File: src/rtl/bios_burst_loader_pkg.sv
// ---------------------------------------------------------------------------
// bios_pkg
// Shared types for the burst boot loader: command opcodes, response bytes
// and the controller state encoding.
// ---------------------------------------------------------------------------
package bios_pkg;

   typedef enum logic [7:0] {
      OP_NOP         = 8'h00,
      OP_BOOT        = 8'h01,
      OP_RST         = 8'h02,
      OP_PING        = 8'h03,
      OP_SET_ADDR    = 8'h10,
      OP_WRITE_BURST = 8'h20,
      OP_READ_BURST  = 8'h30
   } opcode_e;

   localparam logic [7:0] RSP_ACK  = 8'hA5;
   localparam logic [7:0] RSP_PONG = 8'h5A;
   localparam logic [7:0] RSP_ERR  = 8'hEE;

   typedef enum logic [3:0] {
      S_IDLE,
      S_ADDR,
      S_LEN,
      S_WDATA,
      S_WCOMMIT,
      S_RREQ,
      S_RWAIT,
      S_RSEND,
      S_SEND,
      S_RSTP,
      S_BOOTED
   } state_e;

endpackage

File: src/rtl/bios_burst_loader_if.sv
// ---------------------------------------------------------------------------
// bios_burst_loader_if
// Byte-stream command/response pair plus the RAM second-port bus.
//   master : the loader (drives responses, RAM strobes/address/data)
//   slave  : the environment (UART byte pair and RAM)
// ---------------------------------------------------------------------------
interface bios_burst_loader_if #(
   parameter int unsigned ADDR_WIDTH = 32,
   parameter int unsigned DATA_WIDTH = 32
);
   localparam int unsigned NB = DATA_WIDTH / 8;

   // command stream in
   logic [7:0]            i_data;
   logic                  i_valid;
   logic                  o_in_ready;
   // response stream out
   logic [7:0]            o_data;
   logic                  o_valid;
   logic                  i_out_ready;
   // RAM port
   logic                  o_read_req;
   logic [ADDR_WIDTH-1:0] o_read_addr;
   logic [DATA_WIDTH-1:0] i_read_data;
   logic                  o_write_enable;
   logic [NB-1:0]         o_byte_enable;
   logic [ADDR_WIDTH-1:0] o_write_addr;
   logic [DATA_WIDTH-1:0] o_write_data;

   modport master (
      input  i_data, i_valid, i_out_ready, i_read_data,
      output o_in_ready, o_data, o_valid, o_read_req, o_read_addr,
             o_write_enable, o_byte_enable, o_write_addr, o_write_data
   );

   modport slave (
      output i_data, i_valid, i_out_ready, i_read_data,
      input  o_in_ready, o_data, o_valid, o_read_req, o_read_addr,
             o_write_enable, o_byte_enable, o_write_addr, o_write_data
   );
endinterface

File: src/rtl/bios_burst_loader_byte_packer.sv
// ---------------------------------------------------------------------------
// bios_byte_packer
// Serial byte <-> word register with a byte counter.
//   i_push_le : write i_byte into lane o_cnt (little-endian assembly)
//   i_push_be : shift word left one byte, i_byte enters lane 0 (MSB first)
//   i_load    : parallel load of i_load_word
//   i_pop     : shift word right one byte (lane 0 is the byte on offer)
//   i_clr     : zero the counter (word untouched)
//   o_word / o_shl / o_next_byte / o_cnt : current word, word after a
//   big-endian push, byte that follows a pop, bytes handled so far
// ---------------------------------------------------------------------------
module bios_byte_packer #(
   parameter int unsigned PW = 32,
   localparam int unsigned PB = PW / 8,
   localparam int unsigned CW = $clog2(PB) + 1
) (
   input  logic          clk,
   input  logic          rst_n,
   input  logic          i_clr,
   input  logic          i_load,
   input  logic          i_push_le,
   input  logic          i_push_be,
   input  logic          i_pop,
   input  logic [7:0]    i_byte,
   input  logic [PW-1:0] i_load_word,
   output logic [PW-1:0] o_word,
   output logic [PW-1:0] o_shl,
   output logic [7:0]    o_next_byte,
   output logic [CW-1:0] o_cnt
);
   logic [PW-1:0] r_word;
   logic [CW-1:0] r_cnt;
   logic [PW-1:0] w_shr;

   assign o_shl       = (r_word << 8) | PW'(i_byte);
   assign w_shr       = r_word >> 8;
   assign o_next_byte = w_shr[7:0];
   assign o_word      = r_word;
   assign o_cnt       = r_cnt;

   always_ff @(posedge clk or negedge rst_n) begin
      if (!rst_n) begin
         r_word <= '0;
         r_cnt  <= '0;
      end else begin
         if (i_load) begin
            r_word <= i_load_word;
         end else if (i_push_le) begin
            for (int unsigned i = 0; i < PB; i++) begin
               if (r_cnt == CW'(i)) r_word[i*8 +: 8] <= i_byte;
            end
         end else if (i_push_be) begin
            r_word <= o_shl;
         end else if (i_pop) begin
            r_word <= w_shr;
         end

         if (i_clr || i_load)                   r_cnt <= '0;
         else if (i_push_le || i_push_be || i_pop) r_cnt <= r_cnt + 1'b1;
      end
   end
endmodule

File: src/rtl/bios_burst_loader.sv
// ---------------------------------------------------------------------------
// bios_burst_loader
// Byte-serial boot monitor: decodes commands from the byte stream, performs
// auto-incrementing burst writes/reads on the RAM port, answers PING,
// pulses the core reset and latches BOOT.
//   clk, rst_n (async, active low), clk_en (gates every state change)
//   o_rst    : core reset pulse (RST command)
//   o_booted : sticky, set by BOOT
//   bus      : byte streams + RAM port (master side)
// ---------------------------------------------------------------------------
module bios_burst_loader
   import bios_pkg::*;
#(
   parameter int unsigned ADDR_WIDTH = 32,
   parameter int unsigned DATA_WIDTH = 32,
   parameter int unsigned RD_LATENCY = 1,
   parameter int unsigned RST_CYCLES = 16
) (
   input  logic                    clk,
   input  logic                    rst_n,
   input  logic                    clk_en,
   output logic                    o_rst,
   output logic                    o_booted,
   bios_burst_loader_if.master     bus
);
   localparam int unsigned NB  = DATA_WIDTH / 8;
   localparam int unsigned NBA = ADDR_WIDTH / 8;
   localparam int unsigned PW  = (ADDR_WIDTH > DATA_WIDTH) ? ADDR_WIDTH : DATA_WIDTH;
   localparam int unsigned CW  = $clog2(PW / 8) + 1;

   state_e                r_state;
   logic [ADDR_WIDTH-1:0] r_addr;
   logic [7:0]            r_left;
   logic [3:0]            r_wait;
   logic [7:0]            r_rcnt;
   logic                  r_is_read;
   logic                  r_in_ready, r_valid, r_read_req, r_we, r_rst, r_booted;
   logic [7:0]            r_data;
   logic [NB-1:0]         r_be;

   logic                  w_in_beat, w_out_beat;
   logic                  w_push_le, w_push_be, w_pop, w_load, w_clr;
   logic                  w_data_last, w_addr_last;
   logic [PW-1:0]         w_word, w_shl;
   logic [7:0]            w_next_byte;
   logic [CW-1:0]         w_cnt;

   assign w_in_beat   = bus.i_valid & r_in_ready & clk_en;
   assign w_out_beat  = r_valid & bus.i_out_ready & clk_en;
   assign w_data_last = (w_cnt == CW'(NB - 1));
   assign w_addr_last = (w_cnt == CW'(NBA - 1));
   assign w_push_be   = w_in_beat & (r_state == S_ADDR);
   assign w_push_le   = w_in_beat & (r_state == S_WDATA);
   assign w_pop       = w_out_beat & (r_state == S_RSEND);
   assign w_load      = clk_en & (r_state == S_RWAIT) & (r_wait == 4'(RD_LATENCY - 1));
   // The counter restarts at the last byte of each field, so every field
   // starts from lane 0 without an explicit clear on entry.
   assign w_clr       = (w_push_be & w_addr_last) | ((w_push_le | w_pop) & w_data_last);

   bios_byte_packer #(.PW(PW)) u_packer (
      .clk         (clk),
      .rst_n       (rst_n),
      .i_clr       (w_clr),
      .i_load      (w_load),
      .i_push_le   (w_push_le),
      .i_push_be   (w_push_be),
      .i_pop       (w_pop),
      .i_byte      (bus.i_data),
      .i_load_word (PW'(bus.i_read_data)),
      .o_word      (w_word),
      .o_shl       (w_shl),
      .o_next_byte (w_next_byte),
      .o_cnt       (w_cnt)
   );

   assign bus.o_in_ready     = r_in_ready;
   assign bus.o_valid        = r_valid;
   assign bus.o_data         = r_data;
   assign bus.o_read_req     = r_read_req;
   assign bus.o_read_addr    = r_addr;
   assign bus.o_write_addr   = r_addr;
   assign bus.o_write_enable = r_we;
   assign bus.o_byte_enable  = r_be;
   assign bus.o_write_data   = w_word[DATA_WIDTH-1:0];
   assign o_rst              = r_rst;
   assign o_booted           = r_booted;

   always_ff @(posedge clk or negedge rst_n) begin
      if (!rst_n) begin
         r_state    <= S_IDLE;
         r_addr     <= '0;
         r_left     <= '0;
         r_wait     <= '0;
         r_rcnt     <= '0;
         r_is_read  <= 1'b0;
         r_in_ready <= 1'b0;
         r_valid    <= 1'b0;
         r_data     <= '0;
         r_read_req <= 1'b0;
         r_we       <= 1'b0;
         r_be       <= '0;
         r_rst      <= 1'b0;
         r_booted   <= 1'b0;
      end else if (clk_en) begin
         case (r_state)
            S_IDLE: begin
               r_in_ready <= 1'b1;
               if (w_in_beat) begin
                  case (bus.i_data)
                     OP_NOP: ;
                     OP_PING: begin
                        r_in_ready <= 1'b0;
                        r_valid    <= 1'b1;
                        r_data     <= RSP_PONG;
                        r_state    <= S_SEND;
                     end
                     OP_BOOT: begin
                        r_in_ready <= 1'b0;
                        r_booted   <= 1'b1;
                        r_state    <= S_BOOTED;
                     end
                     OP_RST: begin
                        r_in_ready <= 1'b0;
                        r_rst      <= 1'b1;
                        r_rcnt     <= '0;
                        r_state    <= S_RSTP;
                     end
                     OP_SET_ADDR: r_state <= S_ADDR;
                     OP_WRITE_BURST: begin
                        r_is_read <= 1'b0;
                        r_state   <= S_LEN;
                     end
                     OP_READ_BURST: begin
                        r_is_read <= 1'b1;
                        r_state   <= S_LEN;
                     end
                     default: begin
                        r_in_ready <= 1'b0;
                        r_valid    <= 1'b1;
                        r_data     <= RSP_ERR;
                        r_state    <= S_SEND;
                     end
                  endcase
               end
            end
            S_ADDR: begin
               if (w_in_beat && w_addr_last) begin
                  r_addr     <= w_shl[ADDR_WIDTH-1:0] & ~ADDR_WIDTH'(NB - 1);
                  r_in_ready <= 1'b0;
                  r_valid    <= 1'b1;
                  r_data     <= RSP_ACK;
                  r_state    <= S_SEND;
               end
            end
            S_LEN: begin
               if (w_in_beat) begin
                  r_left <= bus.i_data;
                  if (r_is_read) begin
                     r_in_ready <= 1'b0;
                     r_read_req <= 1'b1;
                     r_state    <= S_RREQ;
                  end else begin
                     r_state <= S_WDATA;
                  end
               end
            end
            S_WDATA: begin
               if (w_in_beat && w_data_last) begin
                  r_in_ready <= 1'b0;
                  r_we       <= 1'b1;
                  r_be       <= '1;
                  r_state    <= S_WCOMMIT;
               end
            end
            S_WCOMMIT: begin
               r_we   <= 1'b0;
               r_be   <= '0;
               r_addr <= r_addr + ADDR_WIDTH'(NB);
               if (r_left == 8'd0) begin
                  r_valid <= 1'b1;
                  r_data  <= RSP_ACK;
                  r_state <= S_SEND;
               end else begin
                  r_left     <= r_left - 8'd1;
                  r_in_ready <= 1'b1;
                  r_state    <= S_WDATA;
               end
            end
            S_RREQ: begin
               r_read_req <= 1'b0;
               r_wait     <= '0;
               r_state    <= S_RWAIT;
            end
            S_RWAIT: begin
               if (r_wait == 4'(RD_LATENCY - 1)) begin
                  r_valid <= 1'b1;
                  r_data  <= bus.i_read_data[7:0];
                  r_state <= S_RSEND;
               end else begin
                  r_wait <= r_wait + 4'd1;
               end
            end
            S_RSEND: begin
               if (w_out_beat) begin
                  if (w_data_last) begin
                     r_valid <= 1'b0;
                     r_addr  <= r_addr + ADDR_WIDTH'(NB);
                     if (r_left == 8'd0) begin
                        r_in_ready <= 1'b1;
                        r_state    <= S_IDLE;
                     end else begin
                        r_left     <= r_left - 8'd1;
                        r_read_req <= 1'b1;
                        r_state    <= S_RREQ;
                     end
                  end else begin
                     r_data <= w_next_byte;
                  end
               end
            end
            S_SEND: begin
               if (w_out_beat) begin
                  r_valid    <= 1'b0;
                  r_in_ready <= 1'b1;
                  r_state    <= S_IDLE;
               end
            end
            S_RSTP: begin
               if (r_rcnt == 8'(RST_CYCLES - 1)) begin
                  r_rst   <= 1'b0;
                  r_valid <= 1'b1;
                  r_data  <= RSP_ACK;
                  r_state <= S_SEND;
               end else begin
                  r_rcnt <= r_rcnt + 8'd1;
               end
            end
            S_BOOTED: ;
            default: r_state <= S_IDLE;
         endcase
      end
   end
endmodule

File: src/flat_wrapper.sv
// flat-port wrapper written by rule: the top's interface ports become plain ports
module bios_burst_loader_flat import bios_pkg::*;
#(
   parameter int unsigned ADDR_WIDTH = 32,
   parameter int unsigned DATA_WIDTH = 32,
   parameter int unsigned RD_LATENCY = 1,
   parameter int unsigned RST_CYCLES = 16
)
  (clk, rst_n, clk_en, o_rst, o_booted, bus_i_data, bus_i_valid, bus_i_out_ready, bus_i_read_data, bus_o_in_ready, bus_o_data, bus_o_valid, bus_o_read_req, bus_o_read_addr, bus_o_write_enable, bus_o_byte_enable, bus_o_write_addr, bus_o_write_data);
  bios_burst_loader_if #(.ADDR_WIDTH(ADDR_WIDTH), .DATA_WIDTH(DATA_WIDTH)) bus_i ();
  input  logic clk;
  input  logic rst_n;
  input  logic clk_en;
  output logic o_rst;
  output logic o_booted;
  input wire logic [$bits(bus_i.i_data)-1:0] bus_i_data;
  input wire logic [$bits(bus_i.i_valid)-1:0] bus_i_valid;
  input wire logic [$bits(bus_i.i_out_ready)-1:0] bus_i_out_ready;
  input wire logic [$bits(bus_i.i_read_data)-1:0] bus_i_read_data;
  output wire logic [$bits(bus_i.o_in_ready)-1:0] bus_o_in_ready;
  output wire logic [$bits(bus_i.o_data)-1:0] bus_o_data;
  output wire logic [$bits(bus_i.o_valid)-1:0] bus_o_valid;
  output wire logic [$bits(bus_i.o_read_req)-1:0] bus_o_read_req;
  output wire logic [$bits(bus_i.o_read_addr)-1:0] bus_o_read_addr;
  output wire logic [$bits(bus_i.o_write_enable)-1:0] bus_o_write_enable;
  output wire logic [$bits(bus_i.o_byte_enable)-1:0] bus_o_byte_enable;
  output wire logic [$bits(bus_i.o_write_addr)-1:0] bus_o_write_addr;
  output wire logic [$bits(bus_i.o_write_data)-1:0] bus_o_write_data;
  assign bus_i.i_data = bus_i_data;
  assign bus_i.i_valid = bus_i_valid;
  assign bus_i.i_out_ready = bus_i_out_ready;
  assign bus_i.i_read_data = bus_i_read_data;
  assign bus_o_in_ready = bus_i.o_in_ready;
  assign bus_o_data = bus_i.o_data;
  assign bus_o_valid = bus_i.o_valid;
  assign bus_o_read_req = bus_i.o_read_req;
  assign bus_o_read_addr = bus_i.o_read_addr;
  assign bus_o_write_enable = bus_i.o_write_enable;
  assign bus_o_byte_enable = bus_i.o_byte_enable;
  assign bus_o_write_addr = bus_i.o_write_addr;
  assign bus_o_write_data = bus_i.o_write_data;
  bios_burst_loader #(.ADDR_WIDTH(ADDR_WIDTH), .DATA_WIDTH(DATA_WIDTH), .RD_LATENCY(RD_LATENCY), .RST_CYCLES(RST_CYCLES)) u_core (.clk(clk), .rst_n(rst_n), .clk_en(clk_en), .o_rst(o_rst), .o_booted(o_booted), .bus(bus_i));
endmodule
File: config.mk
export PLATFORM = sky130hd
export DESIGN_NAME = bios_burst_loader_flat
export DESIGN_NICKNAME = d
export VERILOG_FILES = /design/src/rtl/bios_burst_loader_pkg.sv /design/src/rtl/bios_burst_loader_if.sv /design/src/rtl/bios_burst_loader_byte_packer.sv /design/src/rtl/bios_burst_loader.sv /design/src/flat_wrapper.sv
export SDC_FILE = /design/constraint.sdc
export NUM_CORES = 1
export LEC_CHECK = 0
export CAP_MARGIN = 0
export CORE_AREA = 2 2 126 128
export CTS_CLUSTER_DIAMETER = 40
export DETAILED_ROUTE_END_ITERATION = 6
export DIE_AREA = 0 0 128 130
export DONT_BUFFER_PORTS = 1
export PLACE_DENSITY = 0.62
export SYNTH_ARGS = -nofsm -noshare
export SYNTH_HDL_FRONTEND = slang
export SYNTH_HIERARCHICAL = 1
export SYNTH_SLANG_ARGS = --single-unit
File: constraint.sdc
create_clock -name clk -period 6 [get_ports clk]
set_input_delay 1.2 -clock clk [delete_from_list [all_inputs] [get_ports clk]]
set_output_delay 1.2 -clock clk [all_outputs]
set_load 0.01 [all_outputs]
# After elaboration in Yosys (flattened, before gate mapping)
# Cells that the tools add are included.
dict set report classes {
  n_addsub 5
  eq_ne 45
  muxes 81
  bitwise 15
  n_reduce_logical 42
}
# operator count
set op_table {}
lappend op_table {{$mux 32} 7}
lappend op_table {{$mux 8} 18}
lappend op_table {{$pmux 32 s3} 1}
lappend op_table {{$mux 4} 12}
lappend op_table {{$pmux 8 s6} 1}
lappend op_table {{$pmux 4 s11} 1}
lappend op_table {{$add 32x3->32 const B} 1}
lappend op_table {{$or 32x8->32} 1}
lappend op_table {{$pmux 8 s2} 2}
lappend op_table {{$mux 1} 25}
lappend op_table {{$pmux 8 s3} 1}
lappend op_table {{$ne 2x2->1 const B} 11}
lappend op_table {{$ne 2x1->1 const B} 10}
lappend op_table {{$pmux 4 s5} 1}
lappend op_table {{$reduce_and 10->1} 2}
lappend op_table {{$reduce_and 5->1} 4}
lappend op_table {{$eq 4x3->1 const B} 4}
lappend op_table {{$eq 8x2->1 const B} 2}
lappend op_table {{$eq 8x6->1 const B} 2}
lappend op_table {{$logic_not 8->1} 2}
lappend op_table {{$pmux 4 s2} 2}
lappend op_table {{$eq 4x4->1 const B} 3}
lappend op_table {{$mux 3} 4}
lappend op_table {{$ne 3x2->1 const B} 4}
lappend op_table {{36 further kinds} 67}
dict set report totals {
  ff_bits 110
  output_inout_bits 114
  elab_cells 207
}

# Longest topological paths before layout
dict set report logic_depth {
  depth_word 8
  depth_mapped 11
  mapped_depth_nobuf 9
}

# By module
# Netlist, hierarchy kept.
# module instances cells_each area_per_inst_um2
set by_module_without_submodules {}
lappend by_module_without_submodules {bios_burst_loader 1 592 4921.0}
lappend by_module_without_submodules {bios_byte_packer 1 259 2565.0}

# Worst setup path after synthesis
# OpenSTA, ideal clock, no wires.
dict set report synth_path {
  path_kind {input-to-reg}
  from {input bus_i_data[2]}
  to {register u_core.r_rcnt[6]}
  setup_ns 0.131
  arrival_time_ns 3.016
  path_slack_ns 2.853
  cell_stages 6
  n_path_buf 1
  cell_sequence {or4_1 or4_1 buf_4 a2111oi_4 xnor2_1 nor2_1}
}
dict set report synth_via {
  elab_chain_len 3
}
# element line_no
set synth_rtl {}
lappend synth_rtl {{start, declared} flat_wrapper.sv:16} ;# input wire logic [$bits(bus_i.i_data)-1:0] bus_i_data;
lappend synth_rtl {{$eq 8x2->1} bios_burst_loader.sv:109} ;# case (bus.i_data)
lappend synth_rtl {{$ne 2x1->1 (no line)} n/a}
lappend synth_rtl {{$reduce_and 5->1 (no line)} n/a}
lappend synth_rtl {{end signal, assigned} bios_burst_loader.sv:235} ;# r_rcnt <= r_rcnt + 8'd1;
lappend synth_rtl {{end, declared} bios_burst_loader.sv:35} ;# logic [7:0] r_rcnt;
# Every way passes these cells.
# A chain may end at the register's enable or synchronous reset.

# Worst setup path in the final report
dict set report layout_path {
  from {register u_core.r_state[1]}
  to {register u_core.u_packer.r_word[14] (netlist: u_core/u_packer/o_word[14])}
}
dict set report layout_via {
  elab_chain_len 5
}
# element line_no
set layout_rtl {}
lappend layout_rtl {{start, declared} bios_burst_loader.sv:31} ;# state_e r_state;
lappend layout_rtl {{start signal, assigned} bios_burst_loader.sv:90} ;# r_state <= S_IDLE;
lappend layout_rtl {{start signal, assigned} bios_burst_loader.sv:115} ;# r_state <= S_SEND;
lappend layout_rtl {{start signal, assigned} bios_burst_loader.sv:120} ;# r_state <= S_BOOTED;
lappend layout_rtl {{$eq 4x3->1 *} bios_burst_loader.sv:55} ;# assign w_load = clk_en & (r_state == S_RWAIT) & (r_wait == 4'(RD_LATENCY - 1));
lappend layout_rtl {{$and 1x1->1 * (2 in series)} bios_burst_loader.sv:55}
lappend layout_rtl {{via u_core.w_load} bios_burst_loader.sv:42} ;# logic w_push_le, w_push_be, w_pop, w_load, w_clr;
lappend layout_rtl {{$ne 3x2->1 (no line) or $reduce_bool 4->1 (tied branches)} n/a}
lappend layout_rtl {{$reduce_and 2->1 (no line)} n/a}
lappend layout_rtl {{end signal, assigned by index} bios_burst_loader_byte_packer.sv:50} ;# if (r_cnt == CW'(i)) r_word[i*8 +: 8] <= i_byte;
lappend layout_rtl {{end signal, assigned} bios_burst_loader_byte_packer.sv:53} ;# r_word <= o_shl;
lappend layout_rtl {{end signal, assigned} bios_burst_loader_byte_packer.sv:55} ;# r_word <= w_shr;
lappend layout_rtl {{end, declared} bios_burst_loader_byte_packer.sv:31} ;# logic [PW-1:0] r_word;
# The timed path passes the listed nets; every way through them passes the cells marked *.

==> insert_results.sql <==
INSERT INTO impl_metrics (metric_group, metric, value, unit) VALUES
('run_status', 'status', 'complete, no violations', ''),
('grt', 'grt_overflow', '0', ''),
('pwr', 'power.density', '192', 'mW/mm2'),
('worst_hold_path', 'hold_path_startpoint', 'u_core/r_is_read', ''),
('pwr', 'p_leak', '2.94', 'nW'),
('routing', 'met1Wirelength', '9240', 'um'),
('timing', 'timing.slew.headroom', '19.9', '%'),
('worst_hold_path', 'timing.hold.worst.class', 'reg2reg', ''),
('clock_tree', 'clock_tree.root_cell', 'sky130_fd_sc_hd__clkbuf_16', ''),
('grt', 'grt_max_degree', '105', ''),
('routing', 'drt_first_iter_violations', '634', ''),
('pwr', 'peakVddDrop', '0.145', 'mV'),
('timing', 'setup-violations-final', '0', ''),
('grt', 'grt_antenna_before_repair', '0', ''),
('timing', 'rsz0062_at_grt', 'false', ''),
('floorplan', 'core-area', '0.0154', 'mm2'),
('floorplan', 'start_util', '48.4', '%'),
('critical_path', 'worst_ep_required_time', '6300', 'ps'),
('finish', 'syn2layout_area_growth', '-2.31', '%'),
('yosys', 'synthesis.yosys.warnings', '6', ''),
('timing', 'clock_skew', '11.8', 'ps'),
('timing', 'finalMaxSlewViolations', '0', ''),
('routing', 'detailedRoute.firstPassIterationCount', '6', ''),
('finish', 'insertedDiodeCount', '0', ''),
('clock_tree', 'post-cts-setup-buffers', '0', ''),
('critical_path', 'reg2reg_setup_slack', '2090', 'ps'),
('critical_path', 'kind_of_end_point_of_the_critical_path', 'flip-flop', ''),
('clock_tree', 'largest_buffer_count_on_any_clock_path', '2', ''),
('routing', 'post-route-drc-count', '0', ''),
('grt', 'wire_length_of_the_first_global_routing_pass', '34800', 'um'),
('clock_tree', 'cts.sinks', '104', ''),
('timing', 'tightestPinTransition', '1190', 'ps'),
('critical_path', 'crit_fanout', '32', ''),
('routing', 'wire_length_per_cell', '23.8', 'um'),
('yosys', 'synth_area', '0.00747', 'mm2'),
('timing', 'hold_slack', '512', 'ps'),
('clock_tree', 'cts_resized', '0', ''),
('routing', 'vias_per_cell', '6.77', ''),
('timing', 'fmax', '256', 'MHz'),
('yosys', 'syn_inst', '849', ''),
('critical_path', 'r2r_end', 'u_core/u_packer/o_word[14]', ''),
('grt', 'grt_pass1_vias', '6086', ''),
('run', 'drv.max_cap_violation_count', '0', ''),
('floorplan', 'design.portCount', '159', ''),
('routing', 'number_of_routed_nets_with_antenna_violations', '0', ''),
('floorplan', 'floorplan.die.height', '130', 'um'),
('timing', 'final_hold_violating_endpoints', '0', ''),
('clock_tree', 'worstSkewPairLatency', '360', 'ps'),
('timing', 'period_needed', '3910', 'ps'),
('routing', 'dr_wl_met2', '10500', 'um'),
('clock_tree', 'cts.hold.buffers_added', '0', ''),
('clock_tree', 'clock_transition_at_path_regs', '70', 'ps'),
('place', 'port_buffers', '0', ''),
('finish', 'num-nets-final', '800', ''),
('place', 'gp_congestion', '0.926', ''),
('worst_hold_path', 'hold_end', 'u_core/r_is_read', ''),
('floorplan', 'die-area', '0.0166', 'mm2'),
('critical_path', 'worst-endpoint-arrival', '4210', 'ps'),
('finish', 'drive_gt1_share', '8.80', '%'),
('yosys', 'syn_area_per_cell', '8.80', 'um2'),
('timing', 'final_min_period_over_clock_period', '65.1', '%'),
('place', 'place.detailed.hpwl', '15800', 'um'),
('critical_path', 'source_of_the_worst_register_to_register_timing_path', 'u_core/r_state[1]', ''),
('clock_tree', 'tritoncts', 'done', ''),
('critical_path', 'worstSetupStartpointType', 'flip-flop', ''),
('critical_path', 'rr_worst_depth', '7', ''),
('floorplan', 'floorplan.die.width', '128', 'um'),
('grt', 'groute.usage.overall', '27.2', '%'),
('clock_tree', 'clock_tree.htree_level_count', '3', ''),
('routing', 'dr_total_vias', '6376', ''),
('routing', 'detailroute.wirelength.met3', '1880', 'um'),
('floorplan', 'row_count', '46', ''),
('worst_hold_path', 'min_delay_path_depth', '1', ''),
('timing', 'setup_tns', '0', 'ps'),
('routing', 'route.final.wire_length', '22400', 'um'),
('critical_path', 'timing_worst_setup_path_type', 'reg2reg', ''),
('clock_tree', 'clock_buffer_count_from_cts', '9', ''),
('routing', 'dr.max_layer_used', 'met4', '');
[placed cells by master, fill, tap and decap left out, types with 10 or more instances in the layout]
master and n:
sky130_fd_sc_hd__dfrtp_1 104, sky130_fd_sc_hd__a21oi_1 74, sky130_fd_sc_hd__nand2_1 64, sky130_fd_sc_hd__nor2_1 58
sky130_fd_sc_hd__inv_1 37, sky130_fd_sc_hd__o21ai_0 26, sky130_fd_sc_hd__a221oi_1 23, sky130_fd_sc_hd__nand3_1 22
sky130_fd_sc_hd__mux2i_1 20, sky130_fd_sc_hd__mux2_1 18, sky130_fd_sc_hd__o22ai_1 17, sky130_fd_sc_hd__nor3_1 14
sky130_fd_sc_hd__nand4_1 14, sky130_fd_sc_hd__nor2b_1 13, sky130_fd_sc_hd__a221o_1 12, sky130_fd_sc_hd__mux2_2 11
sky130_fd_sc_hd__a31oi_1 10, sky130_fd_sc_hd__a211oi_1 10, sky130_fd_sc_hd__ha_1 10
[sequential cells by signal, summed over array words and instances (netlist names)]
name	flops
u_core/bus.o_byte_enable	1
u_core/o_rst	1
u_core/r_state	4
u_core/bus.o_read_addr	30
u_core/u_packer/o_word	32
u_core/r_is_read	1
u_core/bus.o_data	8
u_core/r_wait	4
u_core/bus.o_valid	1
u_core/r_rcnt	8
u_core/bus.o_read_req	1
u_core/r_left	8
u_core/bus.o_in_ready	1
u_core/o_booted	1
u_core/u_packer/o_cnt	3
[critical path: stages (launching register included)]
cell	delay (ps)
sky130_fd_sc_hd__dfrtp_1	980
sky130_fd_sc_hd__nor4bb_1	880
sky130_fd_sc_hd__nand2_1	280
sky130_fd_sc_hd__nor2_4	660
sky130_fd_sc_hd__nand2b_1	440
sky130_fd_sc_hd__nor2_1	120
sky130_fd_sc_hd__a221oi_1	270
sky130_fd_sc_hd__mux2_1	180
[worst max path at each step]
stage	start	to	slack [ps]	cells past startpoint
after floorplan	bus_i_data[2]	u_core/r_rcnt[6]	2850	6
after global placement	u_core/r_state[1]	u_core/u_packer/o_word[15]	2300	7
after detailed placement	u_core/r_state[1]	u_core/u_packer/o_word[8]	2220	7
after CTS	u_core/r_state[1]	u_core/u_packer/o_word[8]	2200	7
after global routing	u_core/r_state[1]	u_core/u_packer/o_word[14]	1830	7
final	u_core/r_state[1]	u_core/u_packer/o_word[14]	2090	7
[per-layer routing]
metal,track usage (%),up-vias
li1,-,2851
met1,35.1,3156
met2,42.8,315
met3,7.75,54
met4,12.2,0
met5,0,-
[area by class of cell]
type | instances | area [um2]
fillers | 1475 | 8130
inverters | 37 | 139
well taps | 192 | 240
multi-input cells | 584 | 3950
flip-flops and latches | 104 | 2600
repair buffers | 9 | 67.6
clock inverters | 4 | 53.8
clock buffers | 12 | 246
[stage by stage]
stage | worst slack (ps) | area (um2) | utilization (%) | total power [mW] | std cells
global placement | 2300 | 7000 | 45.4 | 0.801 | 926
finish | 2090 | 7300 | 47.3 | 1.40 | 942
global route | 1830 | 7300 | 47.3 | 1.45 | 942
detailed placement | 2220 | 7000 | 45.4 | 0.802 | 926
CTS | 2200 | 7300 | 47.3 | 1.42 | 942
floorplan | 2850 | 7480 | - | 0.802 | 852
[report_power, final]
group	switching (mW)	leakage (nW)	internal [mW]
Combinational	0.0226	1.42	0.0231
Sequential	0.0326	1.38	0.711
Clock	0.276	0.139	0.336
Total	0.331	2.94	1.07
Power figures use the tool's default switching activity.
